File: config.mk
export PLATFORM = sky130hd
export DESIGN_NAME = pad_command_queue_flat
export DESIGN_NICKNAME = d
export VERILOG_FILES = /design/src/rtl/pad_command_queue_pkg.sv /design/src/rtl/pad_command_queue_if.sv /design/src/rtl/pad_command_queue_debounce_bit.sv /design/src/rtl/pad_command_queue.sv /design/src/flat_wrapper.sv
export SDC_FILE = /design/constraint.sdc
export NUM_CORES = 1
export LEC_CHECK = 0
export CAP_MARGIN = 20
export CORE_MARGIN = 2
export CORE_UTILIZATION = 35
export DETAILED_ROUTE_END_ITERATION = 8
export PLACE_DENSITY = 0.62
export SLEW_MARGIN = 10
export SYNTH_ARGS = -nofsm -noshare
export SYNTH_HDL_FRONTEND = slang
export SYNTH_HIERARCHICAL = 1
export SYNTH_SLANG_ARGS = --single-unit
File: constraint.sdc
create_clock -name clock_50 -period 2.3 [get_ports clock_50]
set_clock_uncertainty 0.1 [all_clocks]
set_input_delay 0.23 -clock clock_50 [delete_from_list [all_inputs] [get_ports clock_50]]
set_output_delay 0.23 -clock clock_50 [all_outputs]
set_load 0.005 [all_outputs]
File: src/rtl/pad_command_queue_pkg.sv
// pad_pkg: shared button indices, command type and default timing for the pad command queue
package pad_pkg;
  localparam int NUM_BUTTONS = 11;
  localparam int BTN_UP = 0;
  localparam int BTN_DOWN = 1;
  localparam int BTN_LEFT = 2;
  localparam int BTN_RIGHT = 3;
  localparam int BTN_A = 4;
  localparam int BTN_B = 5;
  localparam int BTN_C = 6;
  localparam int BTN_X = 7;
  localparam int BTN_Y = 8;
  localparam int BTN_Z = 9;
  localparam int BTN_START = 10;
  localparam int DEF_DEBOUNCE_CYCLES = 50000;
  localparam int DEF_REPEAT_DELAY = 20000000;
  localparam int DEF_REPEAT_PERIOD = 5000000;
  localparam int DEF_FIFO_DEPTH = 4;
  typedef logic [3:0] cmd_t;
  function automatic cmd_t lowest_index(input logic [NUM_BUTTONS-1:0] v);
    lowest_index = '0;
    for (int k = NUM_BUTTONS - 1; k >= 0; k--)
      if (v[k]) lowest_index = cmd_t'(k);
  endfunction
endpackage

File: src/rtl/pad_command_queue_if.sv
// pad_command_queue_if: command valid/ready handshake
//   cmd_valid : head of queue holds a command (producer -> consumer)
//   cmd_code  : command code at head (producer -> consumer)
//   cmd_ready : consumer accepts head (consumer -> producer)
interface pad_command_queue_if;
  import pad_pkg::*;
  logic cmd_valid;
  cmd_t cmd_code;
  logic cmd_ready;
  modport master(output cmd_valid, output cmd_code, input cmd_ready);
  modport slave(input cmd_valid, input cmd_code, output cmd_ready);
endinterface

File: src/rtl/pad_command_queue_debounce_bit.sv
// debounce_bit: 2-flop synchroniser, debounce counter and rising-edge pulse for one button
//   clk, rst_n : clock, async active-low reset
//   din        : raw asynchronous button level
//   level      : debounced level
//   rise       : one-cycle pulse on the cycle level goes 0->1
module debounce_bit #(
  parameter int DEBOUNCE_CYCLES = 50000
) (
  input  logic clk,
  input  logic rst_n,
  input  logic din,
  output logic level,
  output logic rise
);
  localparam int CW = $clog2(DEBOUNCE_CYCLES + 1);
  logic s1, s2, level_d;
  logic [CW-1:0] cnt;
  always_ff @(posedge clk or negedge rst_n) begin
    if (!rst_n) begin
      s1 <= 1'b0;
      s2 <= 1'b0;
      level <= 1'b0;
      level_d <= 1'b0;
      cnt <= '0;
    end else begin
      s1 <= din;
      s2 <= s1;
      level_d <= level;
      if (s2 == level) cnt <= '0;
      else if (cnt == CW'(DEBOUNCE_CYCLES - 1)) begin
        level <= ~level;
        cnt <= '0;
      end else cnt <= cnt + 1'b1;
    end
  end
  assign rise = level & ~level_d;
endmodule

File: src/rtl/pad_command_queue.sv
// pad_command_queue: debounced, repeating gamepad button events queued as 4-bit commands
//   clock_50   : system clock
//   reset_key  : async active-low reset
//   buttons_in : raw button levels, active-high pressed
//   cmd        : command handshake (master side)
//   held       : debounced button levels
//   overflow   : sticky, an event was lost
module pad_command_queue import pad_pkg::*; #(
  parameter int DEBOUNCE_CYCLES = DEF_DEBOUNCE_CYCLES,
  parameter int REPEAT_DELAY = DEF_REPEAT_DELAY,
  parameter int REPEAT_PERIOD = DEF_REPEAT_PERIOD,
  parameter int FIFO_DEPTH = DEF_FIFO_DEPTH
) (
  input  logic clock_50,
  input  logic reset_key,
  input  logic [NUM_BUTTONS-1:0] buttons_in,
  pad_command_queue_if.master cmd,
  output logic [NUM_BUTTONS-1:0] held,
  output logic overflow
);
  localparam int AW = $clog2(FIFO_DEPTH);
  localparam int RW = $clog2(REPEAT_DELAY + 1);
  logic [NUM_BUTTONS-1:0] rise, rep, ev, pending, clr;
  cmd_t mem [FIFO_DEPTH];
  logic [AW-1:0] wr_ptr, rd_ptr;
  logic [AW:0] count;
  logic push, pop;
  cmd_t push_code;
  for (genvar i = 0; i < NUM_BUTTONS; i++) begin : g_db
    debounce_bit #(.DEBOUNCE_CYCLES(DEBOUNCE_CYCLES)) u_db (
      .clk(clock_50), .rst_n(reset_key), .din(buttons_in[i]), .level(held[i]), .rise(rise[i])
    );
  end
  // Counter value equals cycles since the rising event; after each repeat it is
  // rewound so the next repeat lands REPEAT_PERIOD cycles later.
  for (genvar i = BTN_UP; i <= BTN_RIGHT; i++) begin : g_rep
    logic [RW-1:0] rcnt;
    assign rep[i] = held[i] && rcnt == RW'(REPEAT_DELAY);
    always_ff @(posedge clock_50 or negedge reset_key) begin
      if (!reset_key) rcnt <= '0;
      else if (rise[i]) rcnt <= RW'(1);
      else if (!held[i]) rcnt <= '0;
      else if (rep[i]) rcnt <= RW'(REPEAT_DELAY - REPEAT_PERIOD + 1);
      else rcnt <= rcnt + 1'b1;
    end
  end
  assign rep[NUM_BUTTONS-1:BTN_RIGHT+1] = '0;
  assign ev = rise | rep;
  assign pop = cmd.cmd_valid && cmd.cmd_ready;
  // A pop in the same cycle frees a slot even when full.
  assign push = |pending && (count != (AW+1)'(FIFO_DEPTH) || pop);
  assign push_code = lowest_index(pending);
  assign clr = push ? (NUM_BUTTONS'(1) << push_code) : '0;
  always_ff @(posedge clock_50 or negedge reset_key) begin
    if (!reset_key) begin
      pending <= '0;
      overflow <= 1'b0;
      wr_ptr <= '0;
      rd_ptr <= '0;
      count <= '0;
      for (int k = 0; k < FIFO_DEPTH; k++) mem[k] <= '0;
    end else begin
      pending <= (pending & ~clr) | ev;
      overflow <= overflow | (|(ev & pending & ~clr));
      if (push) begin
        mem[wr_ptr] <= push_code;
        wr_ptr <= wr_ptr + 1'b1;
      end
      if (pop) rd_ptr <= rd_ptr + 1'b1;
      count <= count + {{AW{1'b0}}, push} - {{AW{1'b0}}, pop};
    end
  end
  assign cmd.cmd_valid = count != '0;
  assign cmd.cmd_code = mem[rd_ptr];
endmodule

File: src/flat_wrapper.sv
// flat-port wrapper written by rule: the top's interface ports become plain ports
module pad_command_queue_flat import pad_pkg::*;
#(
  parameter int DEBOUNCE_CYCLES = DEF_DEBOUNCE_CYCLES,
  parameter int REPEAT_DELAY = DEF_REPEAT_DELAY,
  parameter int REPEAT_PERIOD = DEF_REPEAT_PERIOD,
  parameter int FIFO_DEPTH = DEF_FIFO_DEPTH
)
  (clock_50, reset_key, buttons_in, held, overflow, cmd_cmd_valid, cmd_cmd_code, cmd_cmd_ready);
  pad_command_queue_if cmd_i ();
  input  logic clock_50;
  input  logic reset_key;
  input  logic [NUM_BUTTONS-1:0] buttons_in;
  output logic [NUM_BUTTONS-1:0] held;
  output logic overflow;
  output wire logic [$bits(cmd_i.cmd_valid)-1:0] cmd_cmd_valid;
  output wire logic [$bits(cmd_i.cmd_code)-1:0] cmd_cmd_code;
  input wire logic [$bits(cmd_i.cmd_ready)-1:0] cmd_cmd_ready;
  assign cmd_cmd_valid = cmd_i.cmd_valid;
  assign cmd_cmd_code = cmd_i.cmd_code;
  assign cmd_i.cmd_ready = cmd_cmd_ready;
  pad_command_queue #(.DEBOUNCE_CYCLES(DEBOUNCE_CYCLES), .REPEAT_DELAY(REPEAT_DELAY), .REPEAT_PERIOD(REPEAT_PERIOD), .FIFO_DEPTH(FIFO_DEPTH)) u_core (.clock_50(clock_50), .reset_key(reset_key), .buttons_in(buttons_in), .cmd(cmd_i), .held(held), .overflow(overflow));
endmodule
# [After elaboration in Yosys (flattened, before gate mapping)]
# Index checks and enable logic that the tools add are counted.
[word_totals] ff_bits=355 output_inout_bits=17 wordCells=245
[classes] addsub=19 n_lt_le_gt_ge=3 n_eq_ne=27 shifts=1 muxes=52 n_bitwise=53 reduce_logical=22
[ops] operator="$mux W16" count=22
[ops] operator="$mux W25" count=12
[ops] operator="$add A16 B1 Y16 const B" count=11
[ops] operator="$eq A16 B16 Y1 const B" count=11
[ops] operator="$add A25 B1 Y25 const B" count=4
[ops] operator="$eq A25 B25 Y1 const B" count=4
[ops] operator="$mux W4" count=14
[ops] operator="$and A11 B11 Y11" count=3
[ops] operator="$not A1 Y1" count=33
[ops] operator="$reduce_and A2 Y1" count=11
[ops] operator="$reduce_or A11 Y1" count=2
[ops] operator="$bwmux W16" count=1
[ops] operator="$and A1 B1 Y1" count=11
[ops] operator="$eq A1 B1 Y1" count=11
[ops] operator="$mux W11" count=1
[ops] operator="$not A11 Y11" count=1
[ops] operator="$or A11 B11 Y11" count=1
[ops] operator="$or A11 B4 Y11" count=1
[ops] operator="$shl A1 B4 Y11 const A" count=1
[ops] operator="$bmux W4 S2" count=1
[ops] operator="$demux W4 S2" count=1
[ops] operator="$logic_and A1 B1 Y1" count=7
[ops] operator="$ge A3 B3 Y1 const B" count=2
[ops] operator="$not A2 Y3" count=2
[ops] operator="8 further kinds" count=9

# [Longest topological paths before layout]
# Gate-level depths: netlist of the first run.
[logic_depth] word_depth=17 depth_mapped=10 mapped_depth_nobuf=10

# [Cells and area by module]
# Netlist of the first run, hierarchy kept.
[modules_own_cells] mod="debounce_bit" instances=11 cells_per_inst=88 area_each_um2=942.2
[modules_own_cells] mod="pad_command_queue" instances=1 cells_per_inst=694 area_each_um2=6787.8

# [Worst setup path before layout of the first run]
# OpenSTA, ideal clock, no wires.
[synth_path] path_kind="register -> register" startpoint="register u_core.count[1]" endpoint="register u_core.count[2]" setup_ns=0.126 arrival_time_ns=2.279 required_ns=2.074 path_slack_ns=-0.204 path_stages_with_launch=11 cell_sequence="dfrtp_1 -> nor4b_2 -> a31oi_1 -> inv_1 -> ha_1 -> inv_1 -> ha_1 -> inv_1 -> fa_1 -> xnor2_1 -> xnor2_1"
[synth_between] elab_chain_cells=6 word_cells_on_any_way=7 cone_classes="2 x add/sub; 1 x eq/ne; 4 x reduce/logical"
[synth_lines] item="from (decl)" line_no="pad_command_queue.sv:26" source="logic [AW:0] count;"
[synth_lines] item="from (signal assigned)" line_no="pad_command_queue.sv:70" source="count <= count + {{AW{1'b0}}, push} - {{AW{1'b0}}, pop};"
[synth_lines] item="$reduce_bool A3 Y1" line_no="pad_command_queue.sv:73" source="assign cmd.cmd_valid = count != '0;"
[synth_lines] item="$logic_and A1 B1 Y1" line_no="pad_command_queue.sv:49" source="assign pop = cmd.cmd_valid && cmd.cmd_ready;"
[synth_lines] item="$logic_or A1 B1 Y1" line_no="pad_command_queue.sv:51" source="assign push = |pending && (count != (AW+1)'(FIFO_DEPTH) || pop);"
[synth_lines] item="$logic_and A1 B1 Y1" line_no="pad_command_queue.sv:51"
[synth_lines] item="$add A3 B1 Y3" line_no="pad_command_queue.sv:70"
[synth_lines] item="$sub A3 B1 Y3 (*)" line_no="pad_command_queue.sv:70"
# Mark *: on every way between the ends. The rest lies on a longest branch, timed or not.
# A chain may end at the register's enable or synchronous reset.

# [Worst setup path after layout of the first run]
[layout_path] startpoint="register u_core.pending[3]" endpoint="register u_core.overflow"
[layout_between] elab_chain_cells=10 word_cells_on_any_way=13 cone_classes="1 x shift; 5 x mux; 4 x bitwise; 3 x reduce/logical"
[layout_lines] item="from (decl)" line_no="pad_command_queue.sv:23" source="logic [NUM_BUTTONS-1:0] rise, rep, ev, pending, clr;"
[layout_lines] item="from (signal assigned)" line_no="pad_command_queue.sv:63" source="pending <= (pending & ~clr) | ev;"
[layout_lines] item="$mux W4 (4 in a row)" line_no="pad_command_queue_pkg.sv:23" source="if (v[k]) lowest_index = cmd_t'(k);"
[layout_lines] item="$shl A1 B4 Y11" line_no="pad_command_queue.sv:53" source="assign clr = push ? (NUM_BUTTONS'(1) << push_code) : '0;"
[layout_lines] item="$mux W11" line_no="pad_command_queue.sv:53"
[layout_lines] item="$not A11 Y11" line_no="pad_command_queue.sv:64" source="overflow <= overflow | (|(ev & pending & ~clr));"
[layout_lines] item="$and A11 B11 Y11 (*)" line_no="pad_command_queue.sv:64"
[layout_lines] item="$reduce_or A11 Y1 (*)" line_no="pad_command_queue.sv:64"
[layout_lines] item="$or A1 B1 Y1 (*)" line_no="pad_command_queue.sv:64"
[layout_lines] item="to (signal assigned)" line_no="pad_command_queue.sv:64"
[layout_lines] item="to (decl)" line_no="pad_command_queue.sv:19" source="output logic overflow"
# Marks and branches as above.

==> results by group, run 1 <==
Critical path
  • WS Path Type: reg2reg
  • Worst reg2reg endpoint: u_core/overflow
  • Reg2Reg Depth: 8
  • Setup crit start kind: flip-flop
  • Worst path required time: approximately 2600 ps
  • CP endpoint kind: flip-flop
  • Critical path's slowest cell: or4_4
  • Max FO, Critical Path: 5
  • Slowest stage delay, CP: around 480 ps
  • RR Startpoint: u_core/pending[3]
  • Reg2Reg Setup Slack: -170 ps
  • Worst Path Arrival: ~2800 ps
  • Critical Path, Cell by Cell: buf_4, or4_4, o221ai_4, nor3b_4, o21ai_2, o2bb2ai_2, a2111oi_2, o211ai_1

Pwr
  • Clock share of power: between 40% and 50%
  • Max IR drop VDD: 532 uV
  • Gate power share: between 10% and 20%
  • P_sw: between 3 and 4 mW
  • Flop pwr share: a little under half
  • Leakage: 8.33 nW
  • Power Internal: approximately 11 mW
  • Power per cell area: 728 nW/um^2
  • Switching share of power: 23.5%

STA
  • Fin crit share: 108%
  • Worst Max-Slew Pin Slew: between 500 and 600 ps
  • Setup violators final: 2
  • RSZ-0062 raised after global routing: true
  • Pins Over Slew Limit: 0
  • F_max: between 400 and 500 MHz
  • Hold Fails Final Rpt: 0
  • Setup ws final: -173 ps
  • Max-slew headroom: about two thirds
  • Crit path time final: around 2500 ps

Route
  • Drt first pass iters: 5
  • # DRC: 0
  • Final wirelength: approximately 33000 um
  • Wire length per cell: ~13 um
  • Via/cell ratio: ~5
  • Via count: roughly 12000
  • Final ANT Viol Nets: 0
  • First DRT Iteration DRCs: 599

Layout
  • Area growth syn-to-layout: 18.1%
  • Diodes inserted: 0
  • Final #Nets: between 1500 and 2000
  • Most common cell after layout, fill and taps aside: dfrtp_1
  • FF+latch area: just under 9000 sq um
  • Commonest cells after routing, fill and taps aside: 352 x dfrtp_1, 266 x nor2_1, 124 x xnor2_1, 117 x xor2_1, 109 x nand2_1
  • Filler Cells Inserted: around 4600
  • Share of layout cells above drive strength 1: between 10% and 20%
  • Area of the multi-input gates: 8020 sq um
  • Core Util, Final: a little over two fifths

Global route
  • Gr busiest metal: met2
  • GR Layer Usage met1: between 15 and 20%
  • GRT Total Usage: between 10% and 20%
  • Initial antenna violation count: 0
  • Largest net degree at the start of global routing: between 70 and 80
  • Vias in the first global route: approximately 12000
  • Met2 Use GR: around 22%
  • First-pass GRT wire length: ~58000 um
  • Total grt overflow: 0
  • M3 GR Usage: under 10%

Logic synthesis
  • Synth Flop Type: dfrtp_1
  • Syn Area/Cell: approximately 10 sq um
  • Seq cells post-synth: 355
  • Sequential fraction of the synthesis area: 51.8%
  • Syn Nets: ~1700
  • Cells after Synth: about 1700
  • Post-Syn Area: between 15000 and 20000 sq um
  • Cell variety after synth: 54
  • Number of flops mapped to enable cells by yosys: 0
  • Yosys synthesis warning count: 6
  • Async set or reset register ratio after synthesis: 100%

Min path
  • Worst hold-check path type: in2reg
  • Hold path cells: 1
  • Hold endpoint: u_core/g_db[0].u_db/s1
  • Worst Min Path Start: buttons_in[0]

CTS
  • Max Root-Sink Buffers: 3
  • Cts bufs inserted: 41
  • CTS Sinks: roughly 360
  • CTS tree: yes
  • Clock Tree Root: clkbuf_16
  • Reg clk slew, reported paths: 60 ps
  • H-tree depth: 2
  • Worst-skew pair later-pin latency: between 500 and 600 ps

Run status
  • Failing checks: setup timing
  • Outcome: finished with violations

Placed design
  • Number of I/O port buffers: 30
  • GP Congestion: 0.817
  • Detailed placer's ending HPWL: around 22000 um
  • Post-place setup slack: -251 ps

Floorplanning
  • Core ar.: 48600 sq um
  • Die Area: just over 50000 sq um
  • Initial Utilization: 35.3%
  • Row count: approximately 80
  • Die W: 225 um
  • I/O pin cnt: 31
  • Die H: about 230 um

Flow run
  • Maxcap violations: 0
## kinds of logic after synthesis
kind of cell | synth area share (%)
xor+xnor | 12.4
compound gates | 3.71
simple gates | 26.1
buf+inv | 2.26
flops | 51.8
mux | 1.82
fa+ha+maj | 1.94
## per-layer routing
| metal | wire length, um | up-vias | part of all wire, % |
|---|---|---|---|
| met4 | 734 | 0 | 2.2 |
| met2 | 15400 | 140 | 47 |
| met1 | 15600 | 5942 | 48 |
| met5 | 0 | - | 0 |
| met3 | 1170 | 51 | 3.6 |
| li1 | - | 6033 | - |
## power by group through the flow
stage | Clock, mW | Combinational (mW) | Sequential [mW]
after CTS | 6.76 | 1.42 | 6.70
after floorplan | 0 | 0.743 | 6.77
after global placement | 0 | 1.30 | 6.82
after global routing | 7.02 | 1.72 | 6.74
final | 6.51 | 1.54 | 6.71
after detailed placement | 0 | 1.31 | 6.84
## stage by stage
| step | power, mW | area, sq um | std cells | TNS, ps | hold WS [ps] |
|---|---|---|---|---|---|
| global route | 15.5 | 20300 | 2438 | -399 | 28.1 |
| CTS | 14.9 | 20100 | 2433 | -149 | 8.15 |
| finish | 14.8 | 20300 | 2438 | -212 | 39.6 |
| floorplan | 7.51 | 17200 | 1662 | -22.7 | -166 |
| detailed placement | 8.15 | 18600 | 2345 | -515 | 111 |
| global placement | 8.12 | 18600 | 2345 | -418 | 112 |
## critical path, delay by kind of cell (launching register included)
| family | cells | cell delay (ps) |
|---|---|---|
| simple gates | 2 | 740 |
| buf+inv | 1 | 150 |
| flops | 1 | 430 |
| compound gates | 5 | 900 |
## sequential cells by signal, indices dropped and copies added, names as in the netlist
name / flops
u_core/g_db.u_db/level_d: 11
u_core/wr_ptr: 2
u_core/count: 3
u_core/rd_ptr: 2
u_core/g_db.u_db/s1: 11
u_core/overflow: 1
u_core/g_db.u_db/s2: 11
u_core/g_db.u_db/cnt: 176
u_core/mem: 16
u_core/pending: 11
u_core/g_rep.rcnt: 100
u_core/g_db.u_db/level: 11
## cell type report
class / instances / area share, %
Sequential cell: 355 / 43.9
Multi-Input combinational cell: 1226 / 39.6
Clock buffer: 60 / 5.97
Timing Repair Buffer: 114 / 5.10
Tap cell: 622 / 3.84
Inverter: 47 / 0.883
Clock inverter: 14 / 0.748
## Yosys cell counts, drive strengths merged, types with 2 or more instances
master     n  share of area, %
dfrtp    355                52
nor2     267               5.8
xnor2    125               6.4
nand2    120               3.1
xor2     117               6.0
nand3     98               2.9
nand4     90               3.3
and3      47               1.8
inv       47               1.0
a21oi     46               1.3
nor3      35               1.0
nor4      28               1.1
o21ai     26              0.76
ha        25               1.8
or4       24               1.3
or3       23              0.84
clkbuf    22              0.48
mux2      16               1.3
nor2b     16              0.58
and4      15              0.77
or4b      13              0.76
buf       12              0.75
o31ai     12              0.53
nand4bb   11              0.72
or3b      11              0.56
and2       9              0.33
nand2b     8              0.29
nor4b      7              0.39
a21o       5              0.22
mux4       4              0.53
nand3b     4              0.20
nor4bb     4              0.23
a21bo      2              0.12
a31oi      2             0.073
nor3b      2             0.088
o211ai     2             0.088
o21bai     2             0.088
o221ai     2              0.20
or2        2             0.073
## how the worst max path moves through the flow
stage / start / endpoint / slack [ps] / cells past startpoint
2_1_floorplan: u_core/pending[7] / u_core/overflow / -10 / 6
3_3_place_gp: cmd_cmd_ready / u_core/count[2] / -210 / 11
4_1_cts: u_core/pending[1] / u_core/count[2] / -80 / 10
3_5_place_dp: cmd_cmd_ready / u_core/count[2] / -250 / 11
6_report: u_core/pending[3] / u_core/overflow / -170 / 8
5_1_grt: u_core/pending[3] / u_core/overflow / -250 / 8
## what timing repair did
action	4_1_cts	5_1_grt
setup endpoints to repair	7	6
pin swaps	5	12
resized for setup	7	22
endpoints found under the hold margin	169	0
hold buffers	8	0
buffers inserted	6	5
No activity file was read; power rests on OpenSTA's default activity.
==> run 2, diff against run 1 <==
- PLACE_DENSITY: 0.62 -> 0.6
- clock period: 2.3 -> 2.5 ns (I/O delays scaled with it)
==> run 2 against run 1 <==
  * The flow now finishes without violations
  * Sequential power down 7.6%
  * Hold slack about the same
  * Critical path depth down 6
  * Sequential share of layout area up 0.77 points
  * Core utilization down 0.72 points
  * Critical path type is now reg2out
  * Largest cell class unchanged
  * Highest routed layer unchanged
==> results by group, run 2 (same netlist as run 1, synthesis figures left out) <==
CTS
  • CTS tree: yes
  • Clock Tree Root: clkbuf_16
  • Worst-skew pair later-pin latency: between 500 and 600 ps
  • Reg clk slew, reported paths: around 60 ps
  • H-tree depth: 2
  • Max Root-Sink Buffers: 3
  • CTS Sinks: between 300 and 400
  • Cts bufs inserted: 40

Layout
  • Most common cell after layout, fill and taps aside: dfrtp_1
  • Filler Cells Inserted: about 4700
  • Area growth syn-to-layout: 16.0%
  • Final #Nets: 1788
  • Post-route cell area: ~20000 sq um
  • Max FFs per register: around 180
  • Regs by FF count: u_core/g_db.u_db/cnt (176), u_core/g_rep.rcnt (100), u_core/mem (16)
  • Diodes inserted: 0
  • Biggest register: u_core/g_db.u_db/cnt
  • Share of layout cells above drive strength 1: ~11%
  • Commonest cells after routing, fill and taps aside: 352 x dfrtp_1, 267 x nor2_1, 124 x xnor2_1, 117 x xor2_1, 109 x nand2_1

Min path
  • Worst hold-check path type: in2reg

STA
  • RSZ-0062 raised after global routing: true
  • Hold Fails Final Rpt: 0
  • F_max: 413 MHz
  • Crit path time final: 2420 ps
  • Setup violators final: 0
  • Hold_ws: approximately 40 ps
  • Max-slew headroom: between 50% and 60%
  • Worst Max-Slew Pin Slew: approximately 680 ps
  • Fin crit share: about 97%
  • Pins Over Slew Limit: 0

Critical path
  • Worst path required time: roughly 2200 ps
  • CP endpoint kind: primary output
  • WS Path Type: reg2out
  • CP bufs+invs: 1
  • Max FO, Critical Path: 6
  • Critical path's slowest cell: mux4_2
  • CP top delay family: multiplexers
  • Setup crit start kind: flip-flop
  • Worst Path Arrival: approximately 2100 ps
  • Slowest stage delay, CP: 580 ps
  • Critical Path, Cell by Cell: mux4_2, clkdlybuf4s50_1

Placed design
  • Number of I/O port buffers: 30
  • Placement Cell Area: 18400 sq um
  • GP Congestion: 0.826
  • Detailed placer's ending HPWL: 22100 um

Floorplanning
  • Die H: around 230 um
  • Row count: just over 80
  • Die W: 225 um
  • Core ar.: 48600 sq um
  • Initial Utilization: 35.3%
  • I/O pin cnt: 31
  • Die Area: between 50000 and 60000 sq um

Route
  • Via count: about 12000
  • Final ANT Viol Nets: 0
  • Final wirelength: 33000 um
  • First DRT Iteration DRCs: 501
  • # DRC: 0
  • Via/cell ratio: 5.03
  • Wire length per cell: 13.7 um
  • Drt first pass iters: 4

Global route
  • M3 GR Usage: under 10%
  • Vias in the first global route: ~12000
  • Gr busiest metal: met2
  • Met2 Use GR: 22.0%
  • Largest net degree at the start of global routing: 79
  • Total grt overflow: 0
  • Initial antenna violation count: 0
  • GRT Total Usage: between 10% and 20%
  • GR Layer Usage met1: between 15 and 20%
  • First-pass GRT wire length: 58500 um

Pwr
  • Leakage: about 8 nW
  • Max IR drop VDD: roughly 500 uV
  • Power per cell area: 672 nW/um^2

Run status
  • Outcome: complete, no violations

Flow run
  • Maxcap violations: 0
-- run 2: cell types whose count changed in the layout (fill, tap and decap cells not counted), moves of 2 or more --
cell | previous run | this run
clkdlybuf4s50_1 | 24 | 28
clkinv_2 | 9 | 4
inv_1 | 43 | 45
clkinv_4 | 0 | 2
buf_4 | 69 | 36
inv_2 | 3 | 1
dlygate4sd3_1 | 8 | 4
buf_12 | 6 | 8
clkbuf_16 | 43 | 41
dlygate4sd2_1 | 4 | 0
-- run 2: cell type report --
| class | count | area, sq um | area share, % |
|---|---|---|---|
| clock buffer | 58 | 1160 | 5.83 |
| clock inverter | 12 | 153 | 0.767 |
| inverter | 47 | 179 | 0.899 |
| multi-input combinational | 1226 | 7970 | 40.0 |
| sequential | 355 | 8890 | 44.7 |
| tap | 622 | 778 | 3.91 |
| timing repair buffer | 78 | 778 | 3.91 |
-- run 2: metal layers --
metal	up-vias	share of wire [%]
li1	5961	-
met1	5934	48
met2	118	46
met3	50	3.3
met4	0	2.3
met5	-	0
-- run 2: worst paths after layout --
| path | to | cells after the start | from | slack, ps |
|---|---|---|---|---|
| worst min-delay path | u_core/g_db[2].u_db/s1 | 1 | buttons_in[2] | 40 |
| worst min register to register | u_core/g_db[10].u_db/s2 | 0 | u_core/g_db[10].u_db/s1 | 250 |
| worst max register to register | u_core/count[2] | 11 | u_core/count[0] | 100 |
| max in group asynchronous | u_core/count[1] | 3 | reset_key | 1400 |
| min in group asynchronous | u_core/g_db[3].u_db/cnt[15] | 2 | reset_key | 180 |
| worst max-delay path | cmd_cmd_code[0] | 2 | u_core/rd_ptr[0] | 80 |
-- run 2: power by group --
part           internal, mW  switching [mW]  leakage (nW)  total, mW
clock                  3.53            2.32         0.643       5.85
combinational         0.671           0.656          2.62       1.33
sequential             5.99           0.208          4.85       6.20
total                  10.2            3.18          8.12       13.4
-- run 2: what timing repair did --
item	4_1_cts	5_1_grt
pin swaps	0	10
hold endpoints to repair	73	0
hold buffers	4	0
endpoints found under the setup margin	4	5
buffers inserted	0	8
gates resized for setup	1	19
-- run 2: through the flow --
stage / worst slack [ps] / utilization [%] / TNS (ps) / instances / power [mW]
2_1_floorplan: 84.0 / - / 0 / 1662 / 6.89
3_3_place_gp: 12.9 / 37.8 / 0 / 2316 / 7.39
3_5_place_dp: -23.4 / 37.8 / -34.9 / 2316 / 7.43
4_1_cts: 12.0 / 40.6 / 0 / 2390 / 13.4
5_1_grt: -19.6 / 40.9 / -37.5 / 2398 / 14.0
6_report: 76.6 / 40.9 / 0 / 2398 / 13.4
